[src/rtl/video_mux_ctrl_if.sv]
// Mode-request and mux-select bundle between the video pipeline and video_mux_ctrl.
interface video_mux_ctrl_if;
  logic       new_frame_in;
  logic       bg_btn_in;
  logic       target_btn_in;
  logic       cmd_valid_in;
  logic [1:0] cmd_bg_in;
  logic [1:0] cmd_target_in;
  logic       cmd_ready_out;
  logic [1:0] bg_out;
  logic [1:0] target_out;
  logic       mode_change_out;
  logic       busy_out;

  modport master (
    output new_frame_in, bg_btn_in, target_btn_in, cmd_valid_in, cmd_bg_in, cmd_target_in,
    input  cmd_ready_out, bg_out, target_out, mode_change_out, busy_out
  );

  modport slave (
    input  new_frame_in, bg_btn_in, target_btn_in, cmd_valid_in, cmd_bg_in, cmd_target_in,
    output cmd_ready_out, bg_out, target_out, mode_change_out, busy_out
  );
endinterface

[src/rtl/video_mux_ctrl.sv]
// Frame-synchronous background/overlay mode controller with post-commit test-colour flash.
// Optional macro AUTO_CYCLE_EN: step the background automatically after AUTO_PERIOD_FRAMES idle frames.
module video_mux_ctrl #(
  parameter int FLASH_FRAMES       = 4,
  parameter int AUTO_PERIOD_FRAMES = 120
) (
  input  logic             clk_in,
  input  logic             rst_n_in,
  video_mux_ctrl_if.slave  bus
);

  typedef enum logic [1:0] {IDLE, PEND, FLASH} state_e;

  localparam logic [7:0] FLASH_LD = 8'(FLASH_FRAMES);
  localparam logic [1:0] TGT_TEST = 2'b11;

  state_e     state_q, state_d;
  logic [1:0] active_bg_q, active_bg_d;
  logic [1:0] active_tgt_q, active_tgt_d;
  logic [1:0] pend_bg_q, pend_bg_d;
  logic [1:0] pend_tgt_q, pend_tgt_d;
  logic [7:0] flash_cnt_q, flash_cnt_d;
  logic [1:0] bg_q, bg_d;
  logic [1:0] tgt_q, tgt_d;
  logic       mc_q, mc_d;

  logic btn, cmd_ready, accept;

  // Overlay code 11 belongs to the flash; the stepping order skips it.
  function automatic logic [1:0] tgt_step(input logic [1:0] t);
    case (t)
      2'b00:   tgt_step = 2'b01;
      2'b01:   tgt_step = 2'b10;
      default: tgt_step = 2'b00;
    endcase
  endfunction

  assign btn       = bus.bg_btn_in | bus.target_btn_in;
  assign cmd_ready = rst_n_in & (state_q != FLASH) & ~bus.new_frame_in & ~btn;
  assign accept    = bus.cmd_valid_in & cmd_ready;

`ifdef AUTO_CYCLE_EN
  localparam logic [15:0] AUTO_LD = 16'(AUTO_PERIOD_FRAMES);
  logic [15:0] idle_cnt_q, idle_cnt_d;
`else
  wire unused_auto = |16'(AUTO_PERIOD_FRAMES);
`endif

  always_comb begin
    state_d      = state_q;
    active_bg_d  = active_bg_q;
    active_tgt_d = active_tgt_q;
    pend_bg_d    = pend_bg_q;
    pend_tgt_d   = pend_tgt_q;
    flash_cnt_d  = flash_cnt_q;
    mc_d         = 1'b0;

    case (state_q)
      IDLE, PEND: begin
        if (!bus.new_frame_in) begin
          if (bus.bg_btn_in)     pend_bg_d  = pend_bg_q + 2'd1;
          if (bus.target_btn_in) pend_tgt_d = tgt_step(pend_tgt_q);
          if (accept) begin
            pend_bg_d  = bus.cmd_bg_in;
            pend_tgt_d = (bus.cmd_target_in == TGT_TEST) ? 2'b00 : bus.cmd_target_in;
          end
          if (btn || accept) state_d = PEND;
        end else if (state_q == PEND) begin
          if ((pend_bg_q != active_bg_q) || (pend_tgt_q != active_tgt_q)) begin
            active_bg_d  = pend_bg_q;
            active_tgt_d = pend_tgt_q;
            mc_d         = 1'b1;
            flash_cnt_d  = FLASH_LD;
            state_d      = (FLASH_LD == 8'd0) ? IDLE : FLASH;
          end else begin
            state_d = IDLE;
          end
        end
      end
      FLASH: begin
        if (bus.new_frame_in) begin
          flash_cnt_d = flash_cnt_q - 8'd1;
          if (flash_cnt_q == 8'd1) state_d = IDLE;
        end
      end
      default: state_d = IDLE;
    endcase

`ifdef AUTO_CYCLE_EN
    idle_cnt_d = 16'd0;
    // Counts only quiet frames spent in IDLE; any user activity restarts it.
    if (state_q == IDLE && !btn && !accept && bus.new_frame_in) begin
      if (idle_cnt_q + 16'd1 == AUTO_LD) begin
        pend_bg_d = active_bg_q + 2'd1;
        state_d   = PEND;
      end else begin
        idle_cnt_d = idle_cnt_q + 16'd1;
      end
    end else if (state_q == IDLE && !btn && !accept) begin
      idle_cnt_d = idle_cnt_q;
    end
`endif

    bg_d  = active_bg_d;
    tgt_d = (state_d == FLASH) ? TGT_TEST : active_tgt_d;
  end

  always_ff @(posedge clk_in) begin
    if (!rst_n_in) begin
      state_q      <= IDLE;
      active_bg_q  <= 2'b00;
      active_tgt_q <= 2'b00;
      pend_bg_q    <= 2'b00;
      pend_tgt_q   <= 2'b00;
      flash_cnt_q  <= 8'd0;
      bg_q         <= 2'b00;
      tgt_q        <= 2'b00;
      mc_q         <= 1'b0;
`ifdef AUTO_CYCLE_EN
      idle_cnt_q   <= 16'd0;
`endif
    end else begin
      state_q      <= state_d;
      active_bg_q  <= active_bg_d;
      active_tgt_q <= active_tgt_d;
      pend_bg_q    <= pend_bg_d;
      pend_tgt_q   <= pend_tgt_d;
      flash_cnt_q  <= flash_cnt_d;
      bg_q         <= bg_d;
      tgt_q        <= tgt_d;
      mc_q         <= mc_d;
`ifdef AUTO_CYCLE_EN
      idle_cnt_q   <= idle_cnt_d;
`endif
    end
  end

  assign bus.cmd_ready_out   = cmd_ready;
  assign bus.bg_out          = bg_q;
  assign bus.target_out      = tgt_q;
  assign bus.mode_change_out = mc_q;
  assign bus.busy_out        = (state_q != IDLE);

endmodule

[src/flat_wrapper.sv]
// flat-port wrapper written by rule: the top's interface ports become plain ports
module video_mux_ctrl_flat 
#(
  parameter int FLASH_FRAMES       = 4,
  parameter int AUTO_PERIOD_FRAMES = 120
)
  (clk_in, rst_n_in, bus_new_frame_in, bus_bg_btn_in, bus_target_btn_in, bus_cmd_valid_in, bus_cmd_bg_in, bus_cmd_target_in, bus_cmd_ready_out, bus_bg_out, bus_target_out, bus_mode_change_out, bus_busy_out);
  video_mux_ctrl_if bus_i ();
  input  logic clk_in;
  input  logic rst_n_in;
  input wire logic [$bits(bus_i.new_frame_in)-1:0] bus_new_frame_in;
  input wire logic [$bits(bus_i.bg_btn_in)-1:0] bus_bg_btn_in;
  input wire logic [$bits(bus_i.target_btn_in)-1:0] bus_target_btn_in;
  input wire logic [$bits(bus_i.cmd_valid_in)-1:0] bus_cmd_valid_in;
  input wire logic [$bits(bus_i.cmd_bg_in)-1:0] bus_cmd_bg_in;
  input wire logic [$bits(bus_i.cmd_target_in)-1:0] bus_cmd_target_in;
  output wire logic [$bits(bus_i.cmd_ready_out)-1:0] bus_cmd_ready_out;
  output wire logic [$bits(bus_i.bg_out)-1:0] bus_bg_out;
  output wire logic [$bits(bus_i.target_out)-1:0] bus_target_out;
  output wire logic [$bits(bus_i.mode_change_out)-1:0] bus_mode_change_out;
  output wire logic [$bits(bus_i.busy_out)-1:0] bus_busy_out;
  assign bus_i.new_frame_in = bus_new_frame_in;
  assign bus_i.bg_btn_in = bus_bg_btn_in;
  assign bus_i.target_btn_in = bus_target_btn_in;
  assign bus_i.cmd_valid_in = bus_cmd_valid_in;
  assign bus_i.cmd_bg_in = bus_cmd_bg_in;
  assign bus_i.cmd_target_in = bus_cmd_target_in;
  assign bus_cmd_ready_out = bus_i.cmd_ready_out;
  assign bus_bg_out = bus_i.bg_out;
  assign bus_target_out = bus_i.target_out;
  assign bus_mode_change_out = bus_i.mode_change_out;
  assign bus_busy_out = bus_i.busy_out;
  video_mux_ctrl #(.FLASH_FRAMES(FLASH_FRAMES), .AUTO_PERIOD_FRAMES(AUTO_PERIOD_FRAMES)) u_core (.clk_in(clk_in), .rst_n_in(rst_n_in), .bus(bus_i));
endmodule
[config.mk]
export PLATFORM = sky130hd
export DESIGN_NAME = video_mux_ctrl_flat
export DESIGN_NICKNAME = d
export VERILOG_FILES = /design/src/rtl/video_mux_ctrl_if.sv /design/src/rtl/video_mux_ctrl.sv /design/src/flat_wrapper.sv
export SDC_FILE = /design/constraint.sdc
export NUM_CORES = 1
export LEC_CHECK = 0
export BUFFER_PORTS_ARGS = -buffer_cell sky130_fd_sc_hd__clkbuf_2
export CAP_MARGIN = 20
export CORE_MARGIN = 8
export CORE_UTILIZATION = 54
export DETAILED_ROUTE_END_ITERATION = 10
export GPL_ROUTABILITY_DRIVEN = 0
export PLACE_DENSITY = 0.76
export SYNTH_ARGS = -nofsm -noshare
export SYNTH_HDL_FRONTEND = slang
export SYNTH_SLANG_ARGS = --single-unit
[constraint.sdc]
create_clock -name clk_in -period 3.6 [get_ports clk_in]
set_input_delay 0.72 -clock clk_in [delete_from_list [all_inputs] [get_ports clk_in]]
set_output_delay 0.72 -clock clk_in [all_outputs]
set_load 0.03 [all_outputs]
; After elaboration in Yosys (flattened, before gate mapping)
; Index checks and enable logic that the tools add are counted.
[classes]
reduce_logical = 14
n_bitwise = 7
n_eq_ne = 13
n_mux = 24
addsub = 2
[ops]
columns = cell, count
row1 = 2-to-1 mux 2 bit, 16
row2 = 2-to-1 mux 8 bit, 4
row3 = case mux 8 bit (2 select lines), 1
row4 = equality test 8 x 1 -> 1 bit (second input constant), 1
row5 = case mux 2 bit (2 select lines), 2
row6 = AND reduction 4 bit, 2
row7 = nonzero test 2 bit, 4
row8 = subtractor 8 x 1 -> 8 bit (second input constant), 1
row9 = equality test 2 bit (second input constant), 3
row10 = inequality test 2 bit (second input constant), 3
row11 = AND reduction 3 bit, 2
row12 = AND reduction 5 bit, 1
row13 = AND 1 bit, 4
row14 = equality test 2 x 1 -> 1 bit (second input constant), 2
row15 = logical NOT 2 bit, 2
row16 = inequality test 2 x 1 -> 1 bit (second input constant), 2
row17 = inequality test 2 bit, 2
row18 = adder 2 x 1 -> 2 bit (second input constant), 1
row19 = logical OR 1 bit, 2
row20 = NOT 1 bit, 2
row21 = OR reduction 2 bit, 1
row22 = 2-to-1 mux 1 bit, 1
row23 = OR 1 bit, 1
[word_totals]
register_bits = 21
output_inout_bits = 7

; Depth between registers and ports, before layout
; Gate-level depths: netlist of the first run.
[logic_depth]
depth_word = 11
depth_mapped = 6

; Least setup slack after synthesis of the first run
; No wires, ideal clock.
[synth_timing]
path_kind = input-to-output
startpoint = input port bus_new_frame_in
endpoint = output port bus_cmd_ready_out
slack_ns = 1.571
arrival_ns = 1.309
path_stages = 3
required_ns = 2.880
path_buffers = 1
path_cell_list = buf_2 nor2b_1 and3_1
[synth_between]
elab_chain_cells = 3
[synth_lines]
columns = element, line
row1 = start: declaration, flat_wrapper.sv:11  ; input wire logic [$bits(bus_i.new_frame_in)-1:0] bus_new_frame_in;
row2 = NOT 1 bit (no source line), n/a
row3 = AND 1 bit (2 in series), video_mux_ctrl.sv:39  ; assign cmd_ready = rst_n_in & (state_q != FLASH) & ~bus.new_frame_in & ~btn;
row4 = end: declaration, flat_wrapper.sv:17  ; output wire logic [$bits(bus_i.cmd_ready_out)-1:0] bus_cmd_ready_out;
; Every way passes these cells.

; Worst setup path after layout of the first run
[layout_timing]
startpoint = input port rst_n_in
endpoint = output port bus_cmd_ready_out
[layout_between]
elab_chain_cells = 3
[layout_lines]
columns = element, line
row1 = start: declaration, flat_wrapper.sv:10  ; input logic rst_n_in;
row2 = AND 1 bit (3 in series), video_mux_ctrl.sv:39
; Every way passes these cells.

==> results.txt, run 1 <==
nets: 159
max-slew violation count: 0
Reg clk slew, reported paths: 110 ps
Rows: 16
startpoint types: input port
Synth area leaders: dfxtp_1 (36%), mux2i_1 (8.6%), nand3_1 (5.2%)
minimum clock period after layout: 2200 ps
n_diodes: 0
FF-to-FF setup slack: 1830 ps
all-layer global routing usage: 0.121
die boundary height: 62.3 µm
Pre-antenna DRT Iters: 4
fin cells: 173
Slew headroom: 0.505
CTS Buffer Depth: 2
clk sink count: 21
Crit path top cell by count: clkbuf_2
Final Hold Fails: 0
Initial Util: 0.579
CP max stage delay: 220 ps
I/O pin cnt: 17
total setup buffers inserted after CTS: 0
Placed Instances: 169
initial antenna violation count: 0
synth unique cells: 37
worst skew pair latency: 310 ps
Worst Max-Slew Pin Slew: 734 ps
skew final: 1.31 ps
vias per inst: 5.82
wire length per cell: 13.9 µm
maximum vdd drop: 0.246 mV
Die Wd: 62.3 µm
Clock power frac: 0.252
mean post-synth cell area: 8.85 µm²
Synth Net Count: 143
number of synthesized flops with an enable pin: 0
post-route ant nets: 0
total gr overflow: 0
initial DRC count: 36
DR vias: 1006
Hold Slack: 497 ps
P_int: 318 µW
layout cells sized above 1: 0.178
Arr. time, crit path: 1480 ps
global-route wire length before repair: 4100 µm
Core Area: 2000 µm²
CP Data Required Time: 2880 ps
RSZ-0062 raised after global routing: false
largest net degree at the start of global routing: 17
top_reg_cell synth: dfxtp_1
CTS Root Cell: clkbuf_4
drt total wl: 2400 µm
HP Class: register to register
Period Utilization, post-route: 0.611
Comb power frac: 0.181
power density cells: 357 nW/µm²
Setup TNS: 0 ps
Async SR Flop Fraction: 0
Buf/Inv on CP: 2
static leakage: 0.000530 µW
Max Cap Violations: 0
cts bufs inserted: 3
part of the power in registers: 0.567
hold buffers post-CTS: 0
post-synth top area cell: dfxtp_1
CP Capture Type: output port
share of the yosys chip area belonging to registers: 0.362
H-tree depth: 1
Synth warnings: 0
switching power: 132 µW
status: finished, final reports clean
DRC viols: 0
switching share of power: 0.294
PortBufs: 16
CP delay by family, top: buffers and inverters
Fmax: 455 MHz
Synth Register Bits: 21
critical path type: input port to output port
DIE AREA: 3890 µm²
worst-path maximum fanout: 12
Finish-stage setup viols: 0
Area growth syn-to-layout: 8.74%
Post-DP HPWL: 1800 µm
post-synthesis cell area: 1160 µm²
synthesized instance count: 131
number of global-route vias before repair: 991
cells along the critical path: clkbuf_2 > nor2b_1 > and3_1 > clkbuf_2
post-CTS sizing: 0
Critical-path top delay cell: clkbuf_2
CTS tree: yes
Yosys top cell area share: 0.362
sequential cells by signal, summed over array words and instances, names as in the netlist:
register / cells
u_core.active_tgt_q: 2
u_core.state_q: 2
u_core.active_bg_q: 2
u_core.flash_cnt_q: 8
u_core.bus.target_out: 2
u_core.pend_tgt_q: 2
u_core.pend_bg_q: 2
u_core.bus.mode_change_out: 1
path summary, 6_finish.rpt:
kind                                    endpoint  cells after the start                               start
min reg2reg   u_core.flash_cnt_q[6]$_SDFFE_PN0P_                      2  u_core.flash_cnt_q[6]$_SDFFE_PN0P_
min           u_core.flash_cnt_q[6]$_SDFFE_PN0P_                      2  u_core.flash_cnt_q[6]$_SDFFE_PN0P_
max reg2reg  u_core.bus.target_out[0]$_SDFF_PN0_                      4    u_core.pend_bg_q[0]$_SDFFE_PN0P_
max                            bus_cmd_ready_out                      4                            rst_n_in
power groups by stage:
stage	Clock (µW)	Sequential, µW	Combinational, µW
2_1_floorplan	0	261	60.6
3_3_place_gp	0	260	79.1
3_5_place_dp	0	261	80.7
4_1_cts	119	255	81.1
5_1_grt	128	258	89.8
6_report	114	256	81.4
layout make-up:
class,instances,area (µm²)
fillers,187,741
well taps,27,33.8
repair buffers,16,80.1
clock inverters,1,5.00
multi-input cells,99,677
flip-flops and latches,21,420
clock buffers,3,22.5
inverters,6,22.5
synthesized netlist by cell type, types with 2 or more instances:
cell type / instances
nand2b_1: 5
nor2b_1: 3
nand3_1: 12
o21a_1: 3
nor3_1: 2
xor2_1: 4
o21ai_0: 6
o211ai_1: 3
mux2i_1: 10
o41a_1: 2
inv_1: 6
dfxtp_1: 21
o2111a_1: 2
nor2_1: 12
nor4_1: 3
or3_1: 6
ha_1: 2
a21oi_1: 5
clkbuf_8: 2
nand2_1: 4
clkbuf_1: 2
cell families (layout without fill, tap and decap cells):
logic type / after synthesis / in the layout / synth area share
simple gates: 55 / 55 / 0.266
xor+xnor: 5 / 5 / 0.0378
fa+ha+maj: 2 / 2 / 0.0216
mux: 10 / 10 / 0.0863
buf+inv: 11 / 26 / 0.0539
compound gates: 27 / 27 / 0.172
flops: 21 / 21 / 0.362
metrics by stage:
stage | instance area, µm² | setup WS [ps] | power, µW | util
6_report | 1260 | 1400 | 451 | 0.630
5_1_grt | 1260 | 1340 | 475 | 0.630
4_1_cts | 1260 | 1400 | 455 | 0.630
3_3_place_gp | 1230 | 1430 | 339 | 0.616
3_5_place_dp | 1230 | 1400 | 341 | 0.616
2_1_floorplan | 1160 | 1570 | 322 | -
tightest hold or removal path: cells and delay by family (launching register included):
kind,cells,cell delay [ps]
mux,1,60
flops,1,340
simple gates,1,60
cell usage in the layout (no fill, tap or decap), types with 3 or more instances in the layout:
cell,netlist,final
a21oi_1,5,5
nor2_1,12,12
nand2_1,4,4
o21ai_0,6,6
or3_1,6,6
inv_1,6,6
nand2b_1,5,5
o21a_1,3,3
nor2b_1,3,3
clkbuf_4,0,3
xor2_1,4,4
o211ai_1,3,3
nor4_1,3,3
nand3_1,12,12
dfxtp_1,21,21
clkbuf_2,0,16
mux2i_1,10,10
per-layer routing:
layer | global-route usage | up-vias | part of all wire
met1 | 0.134 | 476 | 0.47
met4 | 0.0313 | 0 | 0.0046
li1 | - | 507 | -
met3 | 0.0376 | 3 | 0.043
met5 | 0 | - | 0
met2 | 0.219 | 20 | 0.49
No activity file was read; power rests on OpenSTA's default activity.
==> run 2, diff against run 1 <==
clock period = 2.1 ns   (was 3.6 ns; I/O delays follow)
==> run 2 against run 1 <==
Against the previous run: design area grew 0.79%; highest routed layer unchanged; largest cell class unchanged; clock skew rose by 1.0 ps; critical path type is now register to output port; critical path depth is 1 lower; non-clock buffer count up 1.
==> results.txt, run 2 (same netlist as run 1, synthesis figures left out) <==
placed cell area: 1240 µm² (+0.61%)
Pre-antenna DRT Iters: 4 (unchanged)
CTS Buffer Depth: 2 (unchanged)
DR vias: 1008 (+0.20%)
Post-DP HPWL: 1990 µm (+10%)
Final Hold Fails: 0 (unchanged)
Setup WS post-layout: 230 ps (-1170 ps)
most common cell after layout, fill and taps aside: dfxtp_1
die boundary height: 62.3 µm (unchanged)
post-CTS sizing: 0 (unchanged)
Max Cap Violations: 0 (unchanged)
worst skew pair latency: 310 ps (about the same)
skew final: 2.35 ps (+1.04 ps)
Buf/Inv on CP: 1 (-1)
HP Class: input port to register
Worst Max-Slew Pin Slew: 518 ps (-216 ps)
CP Capture Type: output port
Fmax: 535 MHz
hold path cells: 3 (+1)
all-layer global routing usage: 0.138 (+0.0171)
Critical-path top delay cell: dfxtp_1
vias per inst: 5.79 (-0.38%)
clk sink count: 21 (unchanged)
hold path start: bus_cmd_bg_in[1]
CP Data Required Time: 1680 ps (-1200 ps)
initial antenna violation count: 0 (unchanged)
largest net degree at the start of global routing: 17 (unchanged)
CTS Root Cell: clkbuf_4
Finish-stage setup viols: 0 (unchanged)
global-route wire length before repair: 4540 µm (+11%)
initial DRC count: 37 (+2.8%)
cells along the critical path: nand2b_1 > and3_1 > clkbuf_2
n_diodes: 0 (unchanged)
post-route ant nets: 0 (unchanged)
layout cells sized above 1: 0.184 (+0.00559)
Slew headroom: 0.651 (+0.146)
critical path type: register to output port
total setup buffers inserted after CTS: 0 (unchanged)
Crit Reg-Reg Endpoint: u_core.flash_cnt_q[0]$_SDFFE_PN0P_
FF-to-FF path depth: 4 (unchanged)
reg2reg start: u_core.pend_bg_q[0]$_SDFFE_PN0P_
hold buffers post-CTS: 0 (unchanged)
Rows: 16 (unchanged)
commonest cells after routing, fill and taps aside: dfxtp_1 (21), clkbuf_2 (16), nor2_1 (12), nand3_1 (12), mux2i_1 (10)
Initial Util: 0.579 (unchanged)
status: finished, final reports clean
RSZ-0062 raised after global routing: false
wire length per cell: 14.9 µm (+7.4%)
worst hold endpoint: u_core.pend_bg_q[1]$_SDFFE_PN0P_
power density cells: 618 nW/µm² (+73%)
drt total wl: 2590 µm (+8.0%)
minimum clock period after layout: 1870 ps
max-slew violation count: 0 (unchanged)
Fillers: 190 (+1.6%)
total gr overflow: 0 (unchanged)
fin cells: 174 (+0.58%)
startpoint types: register
H-tree depth: 1 (unchanged)
Setup TNS: 0 ps (unchanged)
Die Wd: 62.3 µm (unchanged)
Placed Instances: 170 (+0.59%)
CTS tree: yes
Arr. time, crit path: 1450 ps (-30 ps)
cts bufs inserted: 3 (unchanged)
static leakage: 0.000531 µW (about the same)
nets: 160 (+0.63%)
PortBufs: 16 (unchanged)
DRC viols: 0 (unchanged)
worst-path maximum fanout: 9 (-3)
Period Utilization, post-route: 0.891
Reg clk slew, reported paths: 120 ps (about the same)
DIE AREA: 3890 µm² (unchanged)
Setup WS pre-CTS: 343 ps (-1060 ps)
maximum vdd drop: 0.447 mV (+82%)
Core Area: 2000 µm² (unchanged)
number of global-route vias before repair: 1034 (+4.3%)
I/O pin cnt: 17 (unchanged)
CP max stage delay: 520 ps (+300 ps)
Final Instance Area: 1270 µm² (+0.79%)
Area growth syn-to-layout: 9.60%
Biggest register: u_core.flash_cnt_q
CP delay by family, top: flip-flops
FF-to-FF setup slack: 350 ps (-1480 ps)
Largest register FFs: 8 (unchanged)
==> run 2: per-stage QoR <==
stage | utilization | power (µW) | hold WS [ps]
after global routing | 0.635 | 822 | 411
after detailed placement | 0.620 | 588 | 491
after CTS | 0.635 | 792 | 407
final | 0.635 | 785 | 408
after floorplan | - | 551 | 455
after global placement | 0.620 | 582 | 472
==> run 2: layer usage <==
layer  vias up  part of all wire  wire length [µm]  track usage
met5         -                 0                 0            0
met4         0             0.011                29       0.0399
met3         6             0.047               123       0.0394
met1       473              0.45              1170        0.149
met2        22              0.49              1270        0.255
li1        507                 -                 -            -
==> run 2: area by class of cell <==
cell class                 count  area, µm²  share of cell area
timing repair buffer          17       87.6              0.0689
inverter                       6       22.5              0.0177
clock buffer                   3       22.5              0.0177
sequential                    21        420               0.331
clock inverter                 1       7.51             0.00591
tap                           27       33.8              0.0266
multi-input combinational     99        677               0.532
==> run 2: power by group <==
group	switching, µW	internal [µW]
clock network	131	72.8
registers	21.3	417
logic	84.2	58.4
total	237	549
==> run 2: how the worst max path moves through the flow <==
stage | start | to | slack [ps] | cells past startpoint
4_1_cts | u_core.state_q[0]$_SDFF_PN0_ | bus_cmd_ready_out | 230 | 3
3_3_place_gp | bus_new_frame_in | u_core.bus.target_out[1]$_SDFF_PN0_ | 460 | 5
6_report | u_core.state_q[1]$_SDFF_PN0_ | bus_cmd_ready_out | 230 | 3
5_1_grt | u_core.state_q[1]$_SDFF_PN0_ | bus_cmd_ready_out | 140 | 3
3_5_place_dp | bus_new_frame_in | u_core.bus.target_out[1]$_SDFF_PN0_ | 340 | 5
2_1_floorplan | u_core.active_bg_q[0]$_SDFFE_PN0P_ | u_core.flash_cnt_q[5]$_SDFFE_PN0P_ | 450 | 4
==> run 2: worst reg2reg max path, stage by stage, from the launching register on <==
cell and delay [ps]:
dfxtp_1 370, xor2_1 220, nor4_1 520, o21ai_1 110, a2111oi_1 420
==> run 3, diff against run 2 <==
BUFFER_PORTS_ARGS = -buffer_cell sky130_fd_sc_hd__buf_2   (was -buffer_cell sky130_fd_sc_hd__clkbuf_2)
==> run 3 against run 2 <==
Against the previous run: non-clock buffer count did not move; global-route usage shrank 1.2 points; clock skew shrank 1.1 ps; clock-buffer cell count unchanged; sequential share of layout area rose by 0.065 points; first-iteration DRC count is 30% lower; cell count stayed put; maximum frequency up 4.2%; sequential cell count unchanged; critical path type unchanged; largest cell class unchanged; largest power group unchanged.
==> results.txt, run 3 (same netlist as run 1, synthesis figures left out) <==
status: finished, final reports clean
Die Wd: 62.3 µm (unchanged)
critical path startpoint: u_core.state_q[0]$_SDFF_PN0_
Max Cap Violations: 0 (unchanged)
switching share of power: 0.294 (-0.00798)
worst hold endpoint: u_core.state_q[0]$_SDFF_PN0_
drt total wl: 2430 µm (-6.3%)
largest net degree at the start of global routing: 17 (unchanged)
skew final: 1.21 ps (-1.14 ps)
wire length per cell: 14.0 µm (-6.3%)
grt met2 use: 0.211 (-0.0440)
PortBufs: 16 (unchanged)
total gr overflow: 0 (unchanged)
Core Area: 2000 µm² (unchanged)
initial antenna violation count: 0 (unchanged)
n_diodes: 0 (unchanged)
initial DRC count: 26 (-30%)
worst skew pair latency: 310 ps (about the same)
number of global-route vias before repair: 946 (-8.5%)
global-route wire length before repair: 4130 µm (-9.1%)
minimum clock period after layout: 1790 ps (-75.5 ps)
M1 GR Usage: 0.149 (unchanged)
Setup TNS: 0 ps (unchanged)
reg2reg start: u_core.pend_bg_q[0]$_SDFFE_PN0P_
max-slew violation count: 0 (unchanged)
CTS Buffer Depth: 2 (unchanged)
cts bufs inserted: 3 (unchanged)
I/O pin cnt: 17 (unchanged)
CP Capture Type: output port
CTS tree: yes
Slew headroom: 0.668 (+0.0168)
Finish-stage setup viols: 0 (unchanged)
maximum vdd drop: 0.560 mV (+25%)
power density cells: 610 nW/µm² (-1.2%)
Worst Max-Slew Pin Slew: 493 ps (-25.0 ps)
Rows: 16 (unchanged)
total setup buffers inserted after CTS: 0 (unchanged)
grt peak-use layer: met2
Biggest register: u_core.flash_cnt_q
Clock power frac: 0.252 (-0.008)
DRC viols: 0 (unchanged)
Initial Util: 0.579 (unchanged)
all-layer global routing usage: 0.126 (-0.0122)
post-route ant nets: 0 (unchanged)
P_int: 547 µW (-0.27%)
Post-DP HPWL: 1850 µm (-7.1%)
hold buffers post-CTS: 0 (unchanged)
vias per inst: 5.74 (-0.89%)
fin cells: 174 (unchanged)
static leakage: 0.000538 µW (+1.4%)
startpoint types: register
CP Data Required Time: 1680 ps (about the same)
FF-to-FF path depth: 4 (unchanged)
Crit Reg-Reg Endpoint: u_core.bus.target_out[0]$_SDFF_PN0_
die boundary height: 62.3 µm (unchanged)
hold path cells: 3 (unchanged)
Largest register FFs: 8 (unchanged)
Final Hold Fails: 0 (unchanged)
Arr. time, crit path: 1370 ps (-80 ps)
Fmax: 557 MHz (+4.2%)
placed cell area: 1240 µm² (unchanged)
Placed Instances: 170 (unchanged)
HP Class: input port to register
critical path type: register to output port
post-CTS sizing: 0 (unchanged)
switching power: 227 µW (-4.0%)
nets: 160 (unchanged)
DIE AREA: 3890 µm² (unchanged)
clk sink count: 21 (unchanged)
part of the power in registers: 0.566 (+0.008)
DR vias: 999 (-0.89%)
layout cells sized above 1: 0.184 (unchanged)
most common cell after layout, fill and taps aside: dfxtp_1
Final Instance Area: 1270 µm² (-0.20%)
Comb power frac: 0.182 (about the same)
FF-to-FF setup slack: 380 ps (+30 ps)
Pre-antenna DRT Iters: 5 (+1)
CTS Root Cell: clkbuf_4
met3 global-route usage: 0.0287 (-0.0108)
RSZ-0062 raised after global routing: false
H-tree depth: 1 (unchanged)
hold path start: bus_bg_btn_in
Area growth syn-to-layout: 9.39%
Reg clk slew, reported paths: 110 ps (about the same)
commonest cells after routing, fill and taps aside: dfxtp_1 (21), buf_2 (16), nor2_1 (12), nand3_1 (12), mux2i_1 (10)
Period Utilization, post-route: 0.855 (-0.0359)
worst-path maximum fanout: 8 (-1)
## run 3: worst max-delay path by stage
| stage | endpoint | slack, ps | cells after the start |
|---|---|---|---|
| 5_1_grt | bus_cmd_ready_out | 220 | 3 |
| 4_1_cts | bus_cmd_ready_out | 290 | 3 |
| 2_1_floorplan | u_core.flash_cnt_q[5]$_SDFFE_PN0P_ | 450 | 4 |
| 3_5_place_dp | u_core.bus.target_out[0]$_SDFF_PN0_ | 390 | 5 |
| 3_3_place_gp | u_core.bus.target_out[1]$_SDFF_PN0_ | 480 | 5 |
| 6_report | bus_cmd_ready_out | 310 | 3 |
## run 3: worst max-delay path, stage by stage (launching register included)
cell and delay (ps):
dfxtp_1 460, nand2b_1 240, and3_1 170, buf_2 190
## run 3: through the flow
step	total power (µW)	utilization	hold slack (ps)	setup slack, ps
after floorplan	551	-	455	447
after global placement	582	0.620	473	477
after detailed placement	588	0.620	489	394
after CTS	784	0.634	365	288
after global routing	808	0.634	404	215
final	774	0.634	379	305
## run 3: power groups by stage
stage / Combinational, µW / Sequential, µW / Clock (µW)
2_1_floorplan: 104 / 448 / 0
3_3_place_gp: 136 / 446 / 0
3_5_place_dp: 141 / 447 / 0
4_1_cts: 141 / 438 / 205
5_1_grt: 156 / 441 / 211
6_report: 141 / 438 / 195
## run 3: layer usage
| metal | share of wire | vias to the layer above |
|---|---|---|
| li1 | - | 506 |
| met1 | 0.46 | 470 |
| met2 | 0.49 | 19 |
| met3 | 0.042 | 4 |
| met4 | 0.013 | 0 |
| met5 | 0 | - |
## run 3: final cells by class
cell class / instances / area, µm²
sequential: 21 / 420
inverter: 6 / 22.5
tap: 27 / 33.8
multi-input combinational: 99 / 677
clock buffer: 3 / 22.5
timing repair buffer: 17 / 87.6
clock inverter: 1 / 5.00
fill: 184 / 733
